**src/rtl/mem_arbiter.sv**
```systemverilog
// Round-robin arbiter sharing one line-wide memory port between instruction
// fetch (IF) and the data-memory stage (DM); one transaction in flight at a time.
module mem_arbiter #(
  parameter int ADDR_WIDTH = 32,
  parameter int LINE_WIDTH = 128
) (
  input  logic                  clk,
  input  logic                  rst_n,
  input  logic                  if_req,
  input  logic [ADDR_WIDTH-1:0] if_addr,
  output logic [LINE_WIDTH-1:0] if_rdata,
  output logic                  if_done,
  input  logic                  dm_req,
  input  logic                  dm_we,
  input  logic [ADDR_WIDTH-1:0] dm_addr,
  input  logic [LINE_WIDTH-1:0] dm_wdata,
  output logic [LINE_WIDTH-1:0] dm_rdata,
  output logic                  dm_done,
  output logic                  mem_req,
  output logic                  mem_we,
  output logic [ADDR_WIDTH-1:0] mem_addr,
  output logic [LINE_WIDTH-1:0] mem_wdata,
  input  logic [LINE_WIDTH-1:0] mem_rdata,
  input  logic                  mem_ready,
  output logic                  busy
);

  typedef enum logic [1:0] {IDLE, ACCESS, RESP} state_t;
  typedef enum logic {REQ_IF = 1'b0, REQ_DM = 1'b1} requester_t;

  state_t     state, state_next;
  // Owner of the in-flight transaction; also the round-robin history.
  requester_t last_grant;
  logic       start_if, start_dm;

  // NOTE: every signal written here gets a default first, so no path leaves
  // it unassigned and no latch is inferred.
  always_comb begin
    state_next = state;
    start_if   = 1'b0;
    start_dm   = 1'b0;
    case (state)
      IDLE: begin
        // On a tie the requester that was not served last wins.
        if (dm_req && (!if_req || last_grant == REQ_IF)) begin
          start_dm   = 1'b1;
          state_next = ACCESS;
        end else if (if_req) begin
          start_if   = 1'b1;
          state_next = ACCESS;
        end
      end
      ACCESS:  if (mem_ready) state_next = RESP;
      RESP:    state_next = IDLE;
      default: state_next = IDLE;
    endcase
  end

  // NOTE: sequential state uses non-blocking assignments so every register
  // samples pre-edge values regardless of statement order.
  always_ff @(posedge clk or negedge rst_n) begin
    if (!rst_n) state <= IDLE;
    else        state <= state_next;
  end

  always_ff @(posedge clk or negedge rst_n) begin
    if (!rst_n) begin
      last_grant <= REQ_IF;
      mem_req    <= 1'b0;
      mem_we     <= 1'b0;
      mem_addr   <= '0;
      mem_wdata  <= '0;
      if_rdata   <= '0;
      dm_rdata   <= '0;
      if_done    <= 1'b0;
      dm_done    <= 1'b0;
      busy       <= 1'b0;
    end else begin
      if_done <= 1'b0;
      dm_done <= 1'b0;
      busy    <= (state_next != IDLE);

      if (start_dm) begin
        last_grant <= REQ_DM;
        mem_req    <= 1'b1;
        mem_we     <= dm_we;
        mem_addr   <= dm_addr;
        mem_wdata  <= dm_wdata;
      end else if (start_if) begin
        last_grant <= REQ_IF;
        mem_req    <= 1'b1;
        mem_we     <= 1'b0;
        mem_addr   <= if_addr;
        mem_wdata  <= '0;
      end

      // Completion: done is raised on entry to RESP, so it lasts one cycle.
      if (state == ACCESS && mem_ready) begin
        mem_req <= 1'b0;
        mem_we  <= 1'b0;
        if (last_grant == REQ_DM) begin
          dm_done <= 1'b1;
          if (!mem_we) dm_rdata <= mem_rdata;
        end else begin
          if_done  <= 1'b1;
          if_rdata <= mem_rdata;
        end
      end
    end
  end

endmodule
```
**config.mk**
```make
export PLATFORM = sky130hd
export DESIGN_NAME = mem_arbiter
export DESIGN_NICKNAME = d
export VERILOG_FILES = /design/src/rtl/mem_arbiter.sv
export SDC_FILE = /design/constraint.sdc
export NUM_CORES = 1
export LEC_CHECK = 0
export CAP_MARGIN = 40
export CORE_AREA = 10 10 286 288
export DETAILED_ROUTE_END_ITERATION = 6
export DIE_AREA = 0 0 296 298
export HOLD_SLACK_MARGIN = 0.12
export PLACE_DENSITY_LB_ADDON = 0.05
export SYNTH_ARGS = -nofsm -noshare
export SYNTH_HDL_FRONTEND = slang
export SYNTH_SLANG_ARGS = --single-unit
```
**constraint.sdc**
```tcl
create_clock -name clk -period 3.65 [get_ports clk]
set_clock_uncertainty 0.2 [all_clocks]
set_input_delay 0.365 -clock clk [delete_from_list [all_inputs] [get_ports clk]]
set_output_delay 0.365 -clock clk [all_outputs]
set_load 0.01 [all_outputs]
```
Word level (Yosys, flattened, before mapping). Cells that the tools add are included.

Equal/unequal tests: 1. Muxes and demuxes: 24. Bitwise gates (word level): 2. Reduce and logical (&&, ||, !) cells: 10.

Operators by type and width (count): 128-bit 2-to-1 mux (2); 32-bit 2-to-1 mux (2); 1-bit 2-to-1 mux (16); 2-bit 2-to-1 mux (3); 2-bit one-hot mux with 2 select lines (1); 2-bit nonzero test (2); 3-bit AND reduction (1); 3-bit nonzero test (1); 2-bit by 1-bit == test with 1-bit output, second input constant (1); 1-bit logical AND (2); 2-bit logical NOT (1); 1-bit inverter (2); 2-bit AND reduction (1); 1-bit logical NOT (1); 1-bit logical OR (1).

Register bits: 424. Output and inout port bits: 421. Word-level logic and storage cells: 48.

Longest topological paths before layout. Gate-level depths: netlist of the first run.

Depth after elaboration: 8. Depth in mapped cells: 6. Depth with buffers taken out: 3.

Least setup slack after synthesis of the first run. Ideal clock, no wire load.

Path type: register to register. Start: register state[1]. End: register dm_rdata[100]. Library setup time: 0.125 ns. Arrival: 1.405 ns. Slack: 1.920 ns. Stages on the path, launching flop included: 6. Path buffers: 2. Clock period less this slack: 1.730 ns. Path through: dfrtp_1 nand3b_4 nor3b_2 buf_4 buf_6 mux2_2.

Word-level cells in the longest chain between the ends: 3.

RTL lines: start: declaration (line 31) `state_t state, state_next;`; start signal: assignment (line 63) `else state <= state_next;`; 2-bit by 1-bit == test with 1-bit output (line 98) `if (state == ACCESS && mem_ready) begin`; 1-bit logical AND (line 98); 3-bit AND reduction (no line); end signal: assignment (line 103) `if (!mem_we) dm_rdata <= mem_rdata;`; end: declaration (line 17) `output logic [LINE_WIDTH-1:0] dm_rdata,`.

Every way passes these cells. A chain may end at the register's enable or synchronous reset.

Worst setup path after layout of the first run.
Start: register dm_rdata[115]. End: output dm_rdata[115].

No word-level cell between the ends.

==> results of run 1 <==
-- path summary, 6_finish.rpt --
kind | start | to
setup / recovery | dm_rdata[115] | dm_rdata[115]
hold / removal | rst_n | if_rdata[62]
setup reg to reg | state[1] | dm_rdata[49]
hold reg to reg | if_rdata[91] | if_rdata[91]
max in group asynchronous | rst_n | mem_wdata[62]
min in group clk | dm_wdata[47] | mem_wdata[47]
-- worst register-to-register path, cell delays in order, from the launching register on --
cell and delay, ps:
dfrtp_1 400, nand3b_4 220, nor3b_4 310, buf_12 390
mux2_2 560
-- placed cells by master, fill, tap and decap left out, drive strengths merged, types with 3 or more instances in the layout --
cell type / instances
diode: 4
mux2: 256
nor2: 3
dlygate4sd3: 15
inv: 34
o21ai: 3
a22o: 128
clkinv: 8
a211o: 32
clkdlybuf4s50: 745
dfrtp: 424
clkbuf: 86
buf: 25
o21a: 32
nand2: 4
a2111oi: 32
-- routing by layer --
layer  part of all wire  wire length, µm  track usage
met2               0.51            37200        0.279
met4              0.030             2150       0.0524
met5             0.0015              111            0
met1               0.34            24700        0.158
met3               0.12             8570       0.0813
-- metrics by stage --
step	power, mW	hold WS (ps)
after detailed placement	20.3	222
after global routing	26.5	126
after floorplan	12.9	-131
final	25.1	100
after global placement	20.2	221
after CTS	25.6	120
-- kinds of logic (layout without fill, tap and decap cells) --
group,Yosys count,count (layout)
flip-flops,424,424
multiplexers,256,256
AO/OA/AOI/OAI,229,229
buffers and inverters,114,914
AND/OR/NAND/NOR,14,14
other,0,4
-- power breakdown --
part	switching, mW	internal (mW)	total (mW)
registers	1.33	7.10	8.43
logic	4.99	6.55	11.5
clock network	2.07	3.03	5.09
total	8.38	16.7	25.1
-- cell type report --
| type | instances | share of cell area |
|---|---|---|
| antenna | 4 | 0.000377 |
| clock buffer | 86 | 0.0599 |
| clock inverter | 10 | 0.00297 |
| inverter | 33 | 0.00466 |
| multi-input combinational | 499 | 0.187 |
| sequential | 424 | 0.399 |
| tap | 978 | 0.0460 |
| timing repair buffer | 785 | 0.300 |
-- sequential cells by signal, summed over array words and instances (netlist names) --
name	cells
dm_done	1
if_done	1
mem_we	1
mem_req	1
dm_rdata	128
if_rdata	128
mem_wdata	128
state	2
mem_addr	32
last_grant	1
busy	1
==> summary.txt, run 1 <==
Clocking
  • H-Tree Depth: 2
  • Post-CTS Setup Bufs: 0
  • CTS root buf: clkbuf_16
  • Clk buf depth: 3
  • Num CTS Buffers: 53
  • Worst-Skew Late Latency: between 500 and 600 ps
  • CTS hold repair buffers: 15
  • Clk sinks: approximately 420
  • Reg clk slew, reported paths: about 60 ps
  • CTS tree: done
  • Post_cts resized: 0

Worst setup path
  • R2R depth: 4
  • Critical Path Stages: 1
  • Critical Path RT: 3080 ps
  • Worst path slowest cell: clkdlybuf4s50_1
  • CP startpoint kind: flip-flop
  • Cell Chain, Critical Path: clkdlybuf4s50_1
  • Crit Path Category: flip-flop to output pin
  • R2R Setup Slk: 1470 ps
  • Crit Path Max Fanout: 2
  • Delay of the slowest critical-path stage: approximately 800 ps
  • Worst Path Buf+Inv: 1
  • Delay-heaviest family, CP: buffers and inverters
  • CP arrival: 1750 ps
  • CP endpoint kind: output pin

Synth
  • Adder-cell share of the synthesized area: 0
  • Yosys warns: 0
  • Mapped Cells: 1037
  • Mapped Area: 16200 µm²
  • Top cells by area, synth: dfrtp_1, mux2_2, a22o_1
  • Synth area leader: dfrtp_1
  • Mapped Avg Cell Area: between 15 and 20 µm²
  • Post-synth top flop: dfrtp_1
  • XOR/XNOR share of the synthesized area: 0
  • Synth Area in Simple Gates: 0.00558
  • Multiplexer area fraction after synthesis: 0.178
  • Top cell type's share of synthesized area: 0.657
  • Most frequent cell after synthesis: dfrtp_1
  • Commonest cells in the netlist: dfrtp_1, mux2_2, a22o_1, inv_1
  • Synth Area in Compound Gates: 0.121
  • Number of enable flip-flop cells after synthesis: 0
  • Syn Nets: ~1400
  • Post-synth ARST share: 1.00
  • #FFs+latches synth: about 420
  • Sequential fraction of the synthesis area: 0.657
  • Largest family of logic cells by synthesized area: multiplexers
  • Post-synth cell types: 26

Global route
  • Vias in the first global route: roughly 13000
  • Gr ovfl total: 0
  • Initial antenna violation count: 12
  • Pin count of the biggest net entering global routing: between 80 and 90
  • Overall Global Routing Usage: 0.158
  • First-pass GRT wire length: about 100 mm

Placed design
  • Port bufs: 746
  • DPL Wire Length: between 50 and 60 mm
  • Dpl cell area: approximately 25000 µm²
  • GPL Wtd Cong: between 0.7 and 0.8
  • Cell count after placement: around 2700
  • Dpl ws: between 1000 and 1500 ps

Timing
  • Final setup vio count: 0
  • Period utilization: 0.633
  • Final Max Tran Viols: 0
  • Final Hold Vio Count: 0
  • Fmax: 433 MHz
  • Total negative slack: 0 ps
  • Final worst-path setup slack: roughly 1300 ps
  • Relative slew margins: 0.490
  • RSZ-0062 raised after global routing: false
  • Least-Margin Pin Slew: 765 ps
  • Minimum clock period: 2310 ps

Die
  • Starting Density: 0.213
  • Total die area: 88200 µm²
  • # rows: approximately 100
  • Core area: 75700 µm²
  • IO Count: roughly 750
  • Die X: around 300 µm
  • Die extent in y: 298 µm

Pwr
  • Leak Pwr: roughly 11 nW
  • Max VDD drop: 347 µV
  • PwrDens: between 900 and 1000 nW/µm²

Cells and area
  • Area occupied by multi-input gates: approximately 5000 µm²
  • Final core utilization: 0.351
  • Register area: about 11000 µm²
  • Fraction of layout cells with a size suffix above 1: 0.193
  • Layout area overhead: 64.5%
  • Fill cell count: 7371
  • Final #Nets: 2122
  • Fin cells: around 2800
  • Finished Cell Area: ~27000 µm²

Detailed routing
  • DR WL/cell: approximately 26 µm
  • Drt pass-1 iters: 4
  • Vias per cell: 4.25
  • DR vias: roughly 12000
  • Detailed Route Iter0 Violations: 475
  • Routed Antenna Nets: 0
  • DRC viols: 0
  • Total Wirelength: 72.7 mm

Flow run
  • Max-cap check violation count: 0

Min path
  • Hold crit path type: primary input to asynchronous set/reset pin

Outcome
  • Run status: finished clean
Power figures use the tool's default switching activity.
==> run 2: changes to the inputs <==
CORE_AREA = 10 10 281 283   (was 10 10 286 288)
DIE_AREA = 0 0 291 293   (was 0 0 296 298)
clock period = 2 ns   (was 3.65 ns; I/O delays follow)
==> summary.txt, run 2 (synthesis results as in run 1) <==
Die
  • Total die area: 85300 µm² (was 88200 µm²)
  • IO Count: 747 (unchanged)
  • Die X: 291 µm (was 296 µm)
  • Die extent in y: 293 µm (was 298 µm)
  • Core area: 73600 µm² (was 75700 µm²)
  • Starting Density: 0.220 (was 0.213)
  • # rows: 100 (was 101)

Detailed routing
  • Detailed Route Iter0 Violations: 367 (was 475)
  • DR WL/cell: 23.4 µm (was 25.8 µm)
  • Total Wirelength: 73.6 mm (was 72.7 mm)
  • Routed Antenna Nets: 0 (unchanged)
  • Vias per cell: 4.22 (was 4.25)
  • Drt pass-1 iters: 4 (unchanged)
  • DR vias: 13300 (was 12000)
  • DRC viols: 0 (unchanged)

Min path
  • Hold Crit Endpoint: dm_rdata[99]
  • Hold path depth: 2
  • Hold Path Origin: mem_rdata[99]
  • Hold crit path type: primary input to flip-flop (was primary input to asynchronous set/reset pin)

Global route
  • Initial antenna violation count: 9 (was 12)
  • Vias in the first global route: 15300 (was 13300)
  • Pin count of the biggest net entering global routing: 66 (was 85)
  • Gr ovfl total: 0 (unchanged)
  • Overall Global Routing Usage: 0.167 (was 0.158)
  • First-pass GRT wire length: 108 mm (was 101 mm)

Timing
  • Final worst-path setup slack: 61.4 ps (was 1340 ps)
  • RSZ-0062 raised after global routing: true (was false)
  • Least-Margin Pin Slew: 678 ps (was 765 ps)
  • Fmax: 516 MHz
  • Period utilization: 0.969
  • Final Max Tran Viols: 0 (unchanged)
  • Minimum clock period: 1940 ps
  • Final setup vio count: 0 (unchanged)
  • Relative slew margins: 0.548 (was 0.490)
  • Total negative slack: 0 ps (unchanged)
  • Hold slack: 158 ps (was 100 ps)
  • Final Hold Vio Count: 0 (unchanged)

Outcome
  • Run status: finished clean (unchanged)

Worst setup path
  • Delay-heaviest family, CP: buffers and inverters (unchanged)
  • CP endpoint kind: output pin (unchanged)
  • Worst Path Buf+Inv: 1 (unchanged)
  • CP startpoint kind: flip-flop (unchanged)
  • Cell Chain, Critical Path: clkdlybuf4s50_1 (unchanged)
  • Crit Path Max Fanout: 2 (unchanged)
  • FF-to-FF End: dm_rdata[78] (was dm_rdata[49])
  • Worst path slowest cell: clkdlybuf4s50_1 (unchanged)
  • R2R depth: 5 (was 4)
  • Crit Path Category: flip-flop to output pin (unchanged)
  • FF-to-FF Start: state[1] (unchanged)
  • CP arrival: 1540 ps (was 1750 ps)
  • Delay of the slowest critical-path stage: 610 ps (was 800 ps)
  • Critical Path RT: 1600 ps (was 3080 ps)
  • R2R Setup Slk: 80 ps (was 1470 ps)

Clocking
  • Clk sinks: 424 (unchanged)
  • Worst-Skew Late Latency: 580 ps (about the same)
  • Clk buf depth: 3 (unchanged)
  • Reg clk slew, reported paths: 60 ps (about the same)
  • CTS root buf: clkbuf_16 (unchanged)
  • Num CTS Buffers: 52 (was 53)
  • CTS tree: done (unchanged)
  • H-Tree Depth: 2 (unchanged)

Placed design
  • GPL Wtd Cong: 0.791 (was 0.768)
  • DPL Wire Length: 57.0 mm (was 54.9 mm)
  • Cell count after placement: 2752 (was 2704)
  • Dpl ws: -224 ps (was 1030 ps)
  • Port bufs: 746 (unchanged)

Pwr
  • Leak Pwr: 13.5 nW (was 11.1 nW)
  • PwrDens: 1530 nW/µm² (was 943 nW/µm²)
  • Max VDD drop: 786 µV (was 347 µV)
  • Total power: 46.2 mW (was 25.1 mW)

Cells and area
  • Largest registers: dm_rdata x128, if_rdata x128, mem_wdata x128 (unchanged)
  • Most frequent cells in the layout: clkdlybuf4s50_1, dfrtp_1, dlygate4sd3_1 (was clkdlybuf4s50_1, dfrtp_1, mux2_2)
  • Fraction of layout cells with a size suffix above 1: 0.194 (was 0.193)
  • Area occupied by multi-input gates: 4960 µm² (about the same)
  • Fill cell count: 6964 (was 7371)
  • Final #Nets: 2457 (was 2122)
  • Register area: 10600 µm² (unchanged)
  • Most common cell after layout, fill and taps aside: clkdlybuf4s50_1 (unchanged)
  • Fin cells: 3146 (was 2819)
  • Layout area overhead: 86.4% (was 64.5%)

Flow run
  • Max-cap check violation count: 0 (unchanged)
run 2: how the worst max path moves through the flow:
stage,cells after the start,endpoint,slack (ps),startpoint
6_report,1,mem_addr[21],60,mem_addr[21]
5_1_grt,5,dm_rdata[78],-2,state[1]
4_1_cts,1,mem_wdata[105],0.8,mem_wdata[105]
3_5_place_dp,6,dm_rdata[78],-220,mem_ready
3_3_place_gp,7,if_rdata[70],-200,mem_ready
2_1_floorplan,5,dm_rdata[100],270,state[1]
run 2: where the power goes:
| part | switching (mW) | internal (mW) | leakage (nW) |
|---|---|---|---|
| registers | 2.41 | 13.0 | 5.20 |
| clock network | 3.87 | 5.47 | 0.819 |
| logic | 9.28 | 12.2 | 7.46 |
| total | 15.6 | 30.6 | 13.5 |
run 2: per-stage QoR:
step | util | area, µm²
5_1_grt | 0.409 | 30100
2_1_floorplan | - | 16200
6_report | 0.409 | 30100
3_5_place_dp | 0.346 | 25400
4_1_cts | 0.406 | 29900
3_3_place_gp | 0.346 | 25400
run 2: what timing repair did:
action	in CTS	in global routing
hold buffers	289	0
endpoints found under the setup margin	93	66
endpoints found under the hold margin	836	0
pin swaps	0	1
buffers inserted	1	3
gates cloned	0	1
resized for setup	93	47
run 2: layout make-up:
| class | instances | share of cell area |
|---|---|---|
| repair buffers | 1121 | 0.382 |
| flip-flops and latches | 424 | 0.352 |
| multi-input cells | 499 | 0.165 |
| clock buffers | 79 | 0.0516 |
| well taps | 969 | 0.0403 |
| clock inverters | 15 | 0.00415 |
| inverters | 33 | 0.00411 |
| diodes | 6 | 0.000499 |
run 2: routing by layer:
metal | global-route usage | wire length [µm]
met1 | 0.181 | 27900
met2 | 0.299 | 37900
met3 | 0.0653 | 6220
met4 | 0.0421 | 1560
met5 | 0 | 36
